File: config.mk
export PLATFORM = sky130hd
export DESIGN_NAME = instr_fetch_unit
export DESIGN_NICKNAME = d
export VERILOG_FILES = /design/src/rtl/pipeline_pkg.sv /design/src/rtl/instr_store.sv /design/src/rtl/instr_fetch_unit.sv
export SDC_FILE = /design/constraint.sdc
export NUM_CORES = 1
export LEC_CHECK = 0
export CAP_MARGIN = 20
export CORE_AREA = 3 3 123 125
export DETAILED_ROUTE_END_ITERATION = 12
export DIE_AREA = 0 0 126 128
export PLACE_DENSITY_LB_ADDON = 0.3
export REMOVE_ABC_BUFFERS = 1
export SLEW_MARGIN = 5
export SYNTH_ARGS = -nofsm -noshare
export SYNTH_HDL_FRONTEND = slang
export SYNTH_SLANG_ARGS = --single-unit
File: constraint.sdc
create_clock -name clk -period 3.5 [get_ports clk]
set_input_delay 0.875 -clock clk [delete_from_list [all_inputs] [get_ports clk]]
set_output_delay 0.875 -clock clk [all_outputs]
set_load 0.03 [all_outputs]
File: src/rtl/pipeline_pkg.sv
// pipeline_pkg: shared widths, opcodes and fetch-state encoding for the 5-stage pipeline
package pipeline_pkg;
    localparam int IW    = 12;
    localparam int DEPTH = 16;
    localparam int AW    = 4;
    localparam logic [3:0] ADD = 4'h0;
    localparam logic [3:0] SUB = 4'h1;
    localparam logic [3:0] MUL = 4'h2;
    localparam logic [3:0] DIV = 4'h3;
    typedef enum logic [1:0] {IDLE, RUN, DONE} fetch_state_e;
endpackage

File: src/rtl/instr_store.sv
// instr_store: DEPTH x IW instruction array, synchronous write, asynchronous read
// ports: clk, we/waddr/wdata write port, raddr/rdata combinational read port
module instr_store
    import pipeline_pkg::*;
(
    input  logic          clk,
    input  logic          we,
    input  logic [AW-1:0] waddr,
    input  logic [IW-1:0] wdata,
    input  logic [AW-1:0] raddr,
    output logic [IW-1:0] rdata
);
    logic [IW-1:0] mem_q [DEPTH];
    always_ff @(posedge clk)
        if (we) mem_q[waddr] <= wdata;
    assign rdata = mem_q[raddr];
endmodule

File: src/rtl/instr_fetch_unit.sv
// instr_fetch_unit: loadable instruction store with PC sequencer and valid/ready output register
// ports: clk, rst_n (sync, active-low); load_en/load_addr/load_data program loading;
//        start, redirect_valid/redirect_pc control; instr_ready back-pressure;
//        instr_valid/instr_out/pc_out fetch output; busy, done, prog_len status
module instr_fetch_unit
    import pipeline_pkg::*;
(
    input  logic          clk,
    input  logic          rst_n,
    input  logic          load_en,
    input  logic [AW-1:0] load_addr,
    input  logic [IW-1:0] load_data,
    input  logic          start,
    input  logic          redirect_valid,
    input  logic [AW-1:0] redirect_pc,
    input  logic          instr_ready,
    output logic          instr_valid,
    output logic [IW-1:0] instr_out,
    output logic [AW-1:0] pc_out,
    output logic          busy,
    output logic          done,
    output logic [AW:0]   prog_len
);
    fetch_state_e  state_q, state_d;
    logic [AW:0]   pc_q, pc_d, len_q, len_d, load_len;
    logic          valid_q, valid_d, store_we;
    logic [IW-1:0] instr_q, instr_d, rdata;
    logic [AW-1:0] pcout_q, pcout_d;

    // loads are only accepted outside RUN so a running program is never altered
    assign store_we = load_en && state_q != RUN;
    assign load_len = (AW+1)'(load_addr) + 1'b1;

    // PC only reaches the store while below prog_len <= DEPTH, so its low bits suffice
    instr_store u_store (
        .clk   (clk),
        .we    (store_we),
        .waddr (load_addr),
        .wdata (load_data),
        .raddr (pc_q[AW-1:0]),
        .rdata (rdata)
    );

    always_comb begin
        state_d = state_q;
        pc_d    = pc_q;
        len_d   = len_q;
        valid_d = valid_q;
        instr_d = instr_q;
        pcout_d = pcout_q;
        if (state_q != RUN) begin
            if (load_en) begin
                len_d   = load_len > len_q ? load_len : len_q;
                state_d = IDLE;
            end else if (start) begin
                state_d = len_q != 0 ? RUN : DONE;
                pc_d    = '0;
            end
        end else if (redirect_valid) begin
            valid_d = 1'b0;
            if ({1'b0, redirect_pc} < len_q) pc_d = {1'b0, redirect_pc};
            else state_d = DONE;
        end else if (!valid_q || instr_ready) begin
            if (pc_q < len_q) begin
                instr_d = rdata;
                pcout_d = pc_q[AW-1:0];
                valid_d = 1'b1;
                pc_d    = pc_q + 1'b1;
            end else begin
                valid_d = 1'b0;
                state_d = DONE;
            end
        end
    end

    always_ff @(posedge clk) begin
        if (!rst_n) begin
            state_q <= IDLE;
            pc_q    <= '0;
            len_q   <= '0;
            valid_q <= 1'b0;
            instr_q <= '0;
            pcout_q <= '0;
        end else begin
            state_q <= state_d;
            pc_q    <= pc_d;
            len_q   <= len_d;
            valid_q <= valid_d;
            instr_q <= instr_d;
            pcout_q <= pcout_d;
        end
    end

    assign instr_valid = valid_q;
    assign instr_out   = instr_q;
    assign pc_out      = pcout_q;
    assign busy        = state_q == RUN;
    assign done        = state_q == DONE;
    assign prog_len    = len_q;
endmodule

==> parameters.txt, run 1 <==
Parameter                              Value

Die
  Ports ... 50
  Die extent in y ... 128 um
  Std cell rows ... 43
  Initial core utilization ... 63.8%
  Core outline area ... 0.0140 mm^2
  Die Wd ... 126 um
  Area of the die ... 0.0161 mm^2

Clock tree
  Clk sink count ... 221
  Clock tree root driver cell ... sky130_fd_sc_hd__clkbuf_16
  Clock buffer count from CTS ... 23
  CTS tree ... done
  CTS resizes ... 0
  Hold_buf cts ... 0
  Clock Pin Slew Worst Setup and Hold Paths ... 60 ps
  Bufs on Longest Clock Path ... 3
  Worst skew pair latency ... 500 ps
  Number of H-tree levels ... 1
  Number of setup buffers added after CTS ... 0

STA
  Setup repair after global routing missed its margin ... no
  Number of max-slew violations in the final report ... 0
  Total Negative Setup Slacks ... 0 ps
  Pin slew with the least headroom to its limit ... 765 ps
  Final Critical Period ... 2950 ps
  Final cycle utilization of the critical path ... 84.4%
  Worst rel slew slack ... 49.0%
  Final Hold Fails ... 0
  Max Clock Skew ... 14.5 ps
  Total of endpoints with negative setup slack in the final report ... 0
  Achievable Freq ... 339 MHz

Worst setup path
  Required time of the worst setup path ... 3870 ps
  Worst R2R End ... instr_out[4]
  Crit path cell chain ... clkdlybuf4s50_1 > ha_1 > and3_1 > ha_1 > a21oi_1 > o21ai_0 > o21ai_1 > mux2i_1 > nor2_1
  Crit Reg-Reg Startpoint ... prog_len[4]
  Cell at the slowest stage of the critical path ... sky130_fd_sc_hd__clkdlybuf4s50_1
  Critical path depth ... 9
  CP Buf/Inv Count ... 1
  Register-to-register path setup slack ... 930 ps
  Sort of element at the start of the critical path ... primary input
  Cell repeated most along the worst path ... sky130_fd_sc_hd__ha_1
  Data arrival, critical path ... 3330 ps
  Crit path kind ... in -> reg
  Worst path top cell family by delay ... compound AO/OA/AOI/OAI gates
  Path depth of the worst reg2reg path ... 8
  Largest incremental delay on the critical path ... 490 ps
  Endpoint type of the worst setup path ... register
  Maximum fanout encountered on the critical timing path ... 8

Synth
  Flip-flop and latch count after synthesis ... 221
  Post-synth design cell area ... 0.00893 mm^2
  Number of different library cells in the post-synthesis netlist ... 44
  Warnings from Yosys ... 0
  Synthesized netlist cell count ... 496
  Leading cell types by total area after synthesis ... sky130_fd_sc_hd__edfxtp_1, sky130_fd_sc_hd__mux4_2, sky130_fd_sc_hd__dfxtp_1
  Per-instance average area after synthesis ... 18.0 um^2
  Fraction of post-synthesis cell area in the top cell type by area ... 64.6%
  Most area-hungry cell type in the Yosys netlist ... sky130_fd_sc_hd__edfxtp_1
  Share of the yosys chip area belonging to registers ... 71.1%

Detailed routing
  Number of search-and-repair iterations in the first detailed-routing pass ... 5
  Drt wl/cell ... 24.4 um
  Final ANT Viol Nets ... 0
  Total number of vias ... 4,928
  Vias per cell ... 6.44
  Sum of routed wire length over all layers ... 18.7 mm
  1st-iter DRT viols ... 584
  DRC errors left ... 0

Power and ir drop
  Total power per unit cell area ... 549 mW/mm^2
  Max IR drop VDD ... 0.000342 V
  Static power due to leakage ... 0.00344 uW

Place
  Half-perimeter wire length after detailed placement ... 11.1 mm
  Quantity of I/O buffers inserted on ports ... 49
  Area of placed instances ... 0.00968 mm^2
  Placer's final routability congestion estimate ... 0.854

Finish
  Cell area after layout ... 0.0104 mm^2
  Net count reported at finish ... 611
  Ant. Diodes ... 0
  Layout cell share with drive strength beyond 1 ... 19.1%
  Synthesis-to-layout area growth ... 16.4%

Run
  Max-capacitance violation count ... 0

GRT
  Number of antenna violations at the first check in global routing ... 0
  Sum of overflow across all layers after global routing ... 0
  Wire length of the first global-routing pass ... 29.3 mm
  Total Routing Usage GR ... 23.9%
  Largest net degree at the start of global routing ... 40
  Number of global-route vias before repair ... 5,187

Hold path
  Worst hold-check path type ... reg -> reg
  Launch point of the worst hold path ... instr_out[6]
  End point of the worst hold path ... instr_out[6]
  Hold Crit Depth ... 2

Status
  Run status ... finished clean
## cells in the mapped netlist (all sizes together)
cell type and n:
a31oi 1, o21ai 9, dfxtp 29, and2 17, o211ai 1, mux2i 10, nor3b 2, xor2 2
nand3 9, nand2b 1, nand4 1, nor4 1, nand2 27, nor3 5, o31ai 1, nor2b 6
clkbuf 13, o22ai 12, nor2 14, and3 2, edfxtp 192, xnor2 2, or4 1, a211oi 4
mux2 1, a22o 12, mux4 48, a21oi 8, and2b 2, o21a 1, a21o 2, a221oi 15
o221a 1, ha 17, or3 1, inv 12, buf 13, or2b 1
## metrics by stage
step                util (%)  cells  power [uW]  setup slack, ps  hold slack [ps]
finish                  74.3    765        5700              547              472
global route            74.3    765        5890              400              494
CTS                     74.2    763        5720              584              475
detailed placement      69.2    721        3490             60.9              464
global placement        69.2    721        3460              250              454
floorplan                  -    470        3290             4.24              468
## area by class of cell
cell class              instances  area, um^2
inverters                      12        45.0
flip-flops and latches        221        6350
clock buffers                  33         623
fillers                       802        3600
clock inverters                 9        76.3
multi-input cells             237        2400
well taps                     180         225
repair buffers                 73         671
## flip-flops by register name, indices dropped and copies added (netlist names)
name           count
state_q            2
pc_q               5
instr_valid        1
u_store.mem_q    192
instr_out         12
pc_out             4
prog_len           5
## layout by cell type, fill, tap and decap left out, types with 14 or more instances in the layout
| cell | instances |
|---|---|
| sky130_fd_sc_hd__and2_1 | 17 |
| sky130_fd_sc_hd__clkbuf_16 | 23 |
| sky130_fd_sc_hd__nand2_1 | 26 |
| sky130_fd_sc_hd__dfxtp_1 | 27 |
| sky130_fd_sc_hd__nor2_1 | 14 |
| sky130_fd_sc_hd__edfxtp_1 | 192 |
| sky130_fd_sc_hd__ha_1 | 17 |
| sky130_fd_sc_hd__clkdlybuf4s50_1 | 49 |
| sky130_fd_sc_hd__a221oi_1 | 14 |
| sky130_fd_sc_hd__mux4_2 | 48 |
| sky130_fd_sc_hd__buf_4 | 24 |
## layer usage
metal | wire length, um | global-route usage, % | vias up
met3 | 1460 | 4.79 | 43
met2 | 9210 | 38.6 | 241
li1 | - | - | 2145
met1 | 7440 | 33.5 | 2499
met5 | 0 | 0 | -
met4 | 546 | 8.14 | 0
## power by group
part	leakage, uW	internal [uW]	switching [uW]
clock	0.000335	1310	943
combinational	0.00114	207	280
sequential	0.00197	2920	40.3
## cell families (layout without fill, tap and decap cells)
group,count (synthesis),in the layout,share of synthesized area (%)
adders and majority gates,17,17,2.38
and+or+nand+nor,90,90,5.21
buffers and inverters,38,127,2.05
DFF,221,221,71.1
AOI/OAI and AO/OA,67,67,5.54
muxes,59,59,13.4
xor gates and xnor gates,4,4,0.392
## worst reg2reg max path: stages (launching register included)
cell and delay (ps):
sky130_fd_sc_hd__dfxtp_1 400, sky130_fd_sc_hd__inv_1 110, sky130_fd_sc_hd__ha_1 350, sky130_fd_sc_hd__a21o_1 190, sky130_fd_sc_hd__or3_1 320, sky130_fd_sc_hd__a31oi_2 240, sky130_fd_sc_hd__and2b_1 460, sky130_fd_sc_hd__buf_4 260
sky130_fd_sc_hd__o22ai_1 100
## how the worst max path moves through the flow
| stage | from | endpoint | slack [ps] |
|---|---|---|---|
| after floorplan | pc_q[0] | instr_out[0] | 4 |
| after global placement | load_addr[0] | prog_len[1] | 250 |
| after detailed placement | load_addr[0] | prog_len[1] | 60 |
| after CTS | load_addr[0] | prog_len[1] | 580 |
| after global routing | load_addr[0] | prog_len[1] | 400 |
| final | load_addr[0] | prog_len[1] | 550 |
(Power assumes the default switching activity.)
==> run 2, diff against run 1 <==
Settings changed: CORE_AREA 3 3 123 125 to 3 3 134 136, DIE_AREA 0 0 126 128 to 0 0 137 139.
Clock period 3.5 ns to 2.6 ns, I/O delays scaled along.
==> run 2 against run 1 <==
Effect of this change: non-clock buffer count is 19 higher; worst hold slack improved by 1.8 ps; cell count up 7.8%; power grew 39%; largest cell class unchanged.
==> parameters.txt, run 2 (synthesis results as in run 1) <==
Parameter                              Value

STA
  Number of max-slew violations in the final report ... 0 (unchanged)
  Achievable Freq ... 398 MHz
  Final Hold Fails ... 0 (unchanged)
  Worst rel slew slack ... 24.1% (-25 points)
  Final cycle utilization of the critical path ... 96.6%
  Worst Hold Slack ... 473 ps (+1.82 ps)
  Slack of the critical path ... 87.8 ps (-459 ps)
  Total of endpoints with negative setup slack in the final report ... 0 (unchanged)
  Total Negative Setup Slacks ... 0 ps (unchanged)
  Pin slew with the least headroom to its limit ... 1140 ps (+372 ps)
  Final Critical Period ... 2510 ps
  Setup repair after global routing missed its margin ... no
  Max Clock Skew ... 8.65 ps (-5.88 ps)

GRT
  Total Routing Usage GR ... 19.9% (-4.0 points)
  Sum of overflow across all layers after global routing ... 0 (unchanged)
  Number of antenna violations at the first check in global routing ... 0 (unchanged)
  Wire length of the first global-routing pass ... 28.8 mm (-1.7%)
  Largest net degree at the start of global routing ... 53 (+33%)
  M3 GR Usage ... 3.27% (-1.5 points)
  Met2 GRT Util ... 32.1% (-6.5 points)
  Number of global-route vias before repair ... 4,940 (-4.8%)
  Met1 layer usage reported by global route ... 29.6% (-3.9 points)
  Routing layer with the top usage in global route ... met2

Die
  Initial core utilization ... 52.3% (-11 points)
  Std cell rows ... 48 (+12%)
  Core outline area ... 0.0171 mm^2 (+22%)
  Die Wd ... 137 um (+8.7%)
  Die extent in y ... 139 um (+8.6%)
  Ports ... 50 (unchanged)
  Area of the die ... 0.0190 mm^2 (+18%)

Worst setup path
  Worst setup endpoint ... busy
  Required time of the worst setup path ... 1950 ps (-1920 ps)
  Register-to-register path setup slack ... 230 ps (-700 ps)
  Sort of element at the start of the critical path ... register
  Crit path kind ... reg -> out
  Crit Reg-Reg Startpoint ... prog_len[4]
  Beginning of the critical path ... state_q[1]
  Endpoint type of the worst setup path ... output pin
  Data arrival, critical path ... 1860 ps (-1470 ps)
  Path depth of the worst reg2reg path ... 9 (+1)
  Maximum fanout encountered on the critical timing path ... 10 (+2)
  Worst R2R End ... instr_out[6]
  Largest incremental delay on the critical path ... 700 ps (+210 ps)
  Cell at the slowest stage of the critical path ... sky130_fd_sc_hd__clkdlybuf4s50_1
  Crit path cell chain ... nand2b_4 > inv_2 > clkdlybuf4s50_1

Run
  Max-capacitance violation count ... 0 (unchanged)

Clock tree
  Bufs on Longest Clock Path ... 3 (unchanged)
  CTS resizes ... 0 (unchanged)
  Clk sink count ... 221 (unchanged)
  Hold_buf cts ... 0 (unchanged)
  Number of setup buffers added after CTS ... 0 (unchanged)
  CTS tree ... done
  Number of H-tree levels ... 1 (unchanged)
  Clock Pin Slew Worst Setup and Hold Paths ... 60 ps (about the same)
  Worst skew pair latency ... 490 ps (about the same)
  Clock buffer count from CTS ... 22 (-4.3%)
  Clock tree root driver cell ... sky130_fd_sc_hd__clkbuf_16

Finish
  Net count reported at finish ... 629 (+2.9%)
  Layout cell share with drive strength beyond 1 ... 21.8% (+2.7 points)
  Cell area after layout ... 0.0109 mm^2 (+4.6%)
  Most used cells in the layout excluding fill and tap cells ... sky130_fd_sc_hd__edfxtp_1, sky130_fd_sc_hd__clkdlybuf4s50_1, sky130_fd_sc_hd__mux4_2, sky130_fd_sc_hd__dfxtp_1, sky130_fd_sc_hd__nand2_1
  Most flop-heavy register ... u_store.mem_q
  Ant. Diodes ... 0 (unchanged)
  Most frequent standard cell in the layout excluding fill and tap cells ... sky130_fd_sc_hd__edfxtp_1
  Number of flip-flops in the largest register ... 192 (unchanged)
  Synthesis-to-layout area growth ... 21.8%

Detailed routing
  1st-iter DRT viols ... 599 (+2.6%)
  DRC errors left ... 0 (unchanged)
  Final ANT Viol Nets ... 0 (unchanged)
  Number of search-and-repair iterations in the first detailed-routing pass ... 5 (unchanged)
  Sum of routed wire length over all layers ... 18.4 mm (-1.2%)
  Vias per cell ... 5.84 (-9.4%)
  Drt wl/cell ... 22.3 um (-8.4%)
  Total number of vias ... 4,814 (-2.3%)

Status
  Run status ... finished clean

Place
  Area of placed instances ... 0.0101 mm^2 (+4.6%)
  Quantity of I/O buffers inserted on ports ... 49 (unchanged)
  Placer's final routability congestion estimate ... 0.864 (+1.2%)
  Pre-CTS WS ... -210 ps (-271 ps)
  Half-perimeter wire length after detailed placement ... 11.4 mm (+3.2%)

Hold path
  Worst hold-check path type ... reg -> reg

Power and ir drop
  Static power due to leakage ... 0.00362 uW (+5.0%)
  Total power per unit cell area ... 730 mW/mm^2 (+33%)
  Max IR drop VDD ... 0.000410 V (+20%)
  Total power draw ... 7940 uW (+39%)
[run 2: cell types whose count changed in the layout (fill, tap and decap cells not counted), sizes merged]
cell / previous run / this run
buf: 24 / 43
clkinv: 5 / 3
clkinvlp: 2 / 1
clkbuf: 33 / 30
inv: 13 / 12
bufinv: 1 / 4
[run 2: through the flow]
step                cells  util [%]
floorplan             470         -
global placement      786      59.3
detailed placement    786      59.3
CTS                   824      63.7
global route          825      63.7
finish                825      63.7
[run 2: worst min path at each step]
stage / start / end / slack (ps) / depth (start not counted)
floorplan: pc_q[4] / pc_q[4] / 470 / 2
global placement: instr_out[4] / instr_out[4] / 450 / 2
detailed placement: instr_out[8] / instr_out[8] / 460 / 2
CTS: instr_out[8] / instr_out[8] / 470 / 2
global route: instr_out[0] / instr_out[0] / 500 / 2
finish: instr_out[8] / instr_out[8] / 470 / 2
[run 2: layout make-up]
class                           count  area [um^2]
Clock inverter                      8          143
Tap cell                          225          282
Multi-Input combinational cell    237         2400
Clock buffer                       30          602
Sequential cell                   221         6350
Fill cell                        1191         6180
Timing Repair Buffer               92         1050
Inverter                           12         45.0
[run 2: routing by layer]
metal  share of wire [%]  wire (um)
met5                   0          0
met1                  43       7950
met4                 1.2        219
met3                 6.0       1110
met2                  50       9160
[run 2: report_power, final]
group | internal (uW) | switching, uW | leakage, uW
registers | 3920 | 41.9 | 0.00197
clock network | 2020 | 1240 | 0.000360
logic | 319 | 393 | 0.00129
total | 6260 | 1680 | 0.00362
[run 2: critical path: cells and delay by family, from the launching register on]
kind,cells,cell delay [ps]
buffers and inverters,2,860
DFF,1,330
and+or+nand+nor,1,180
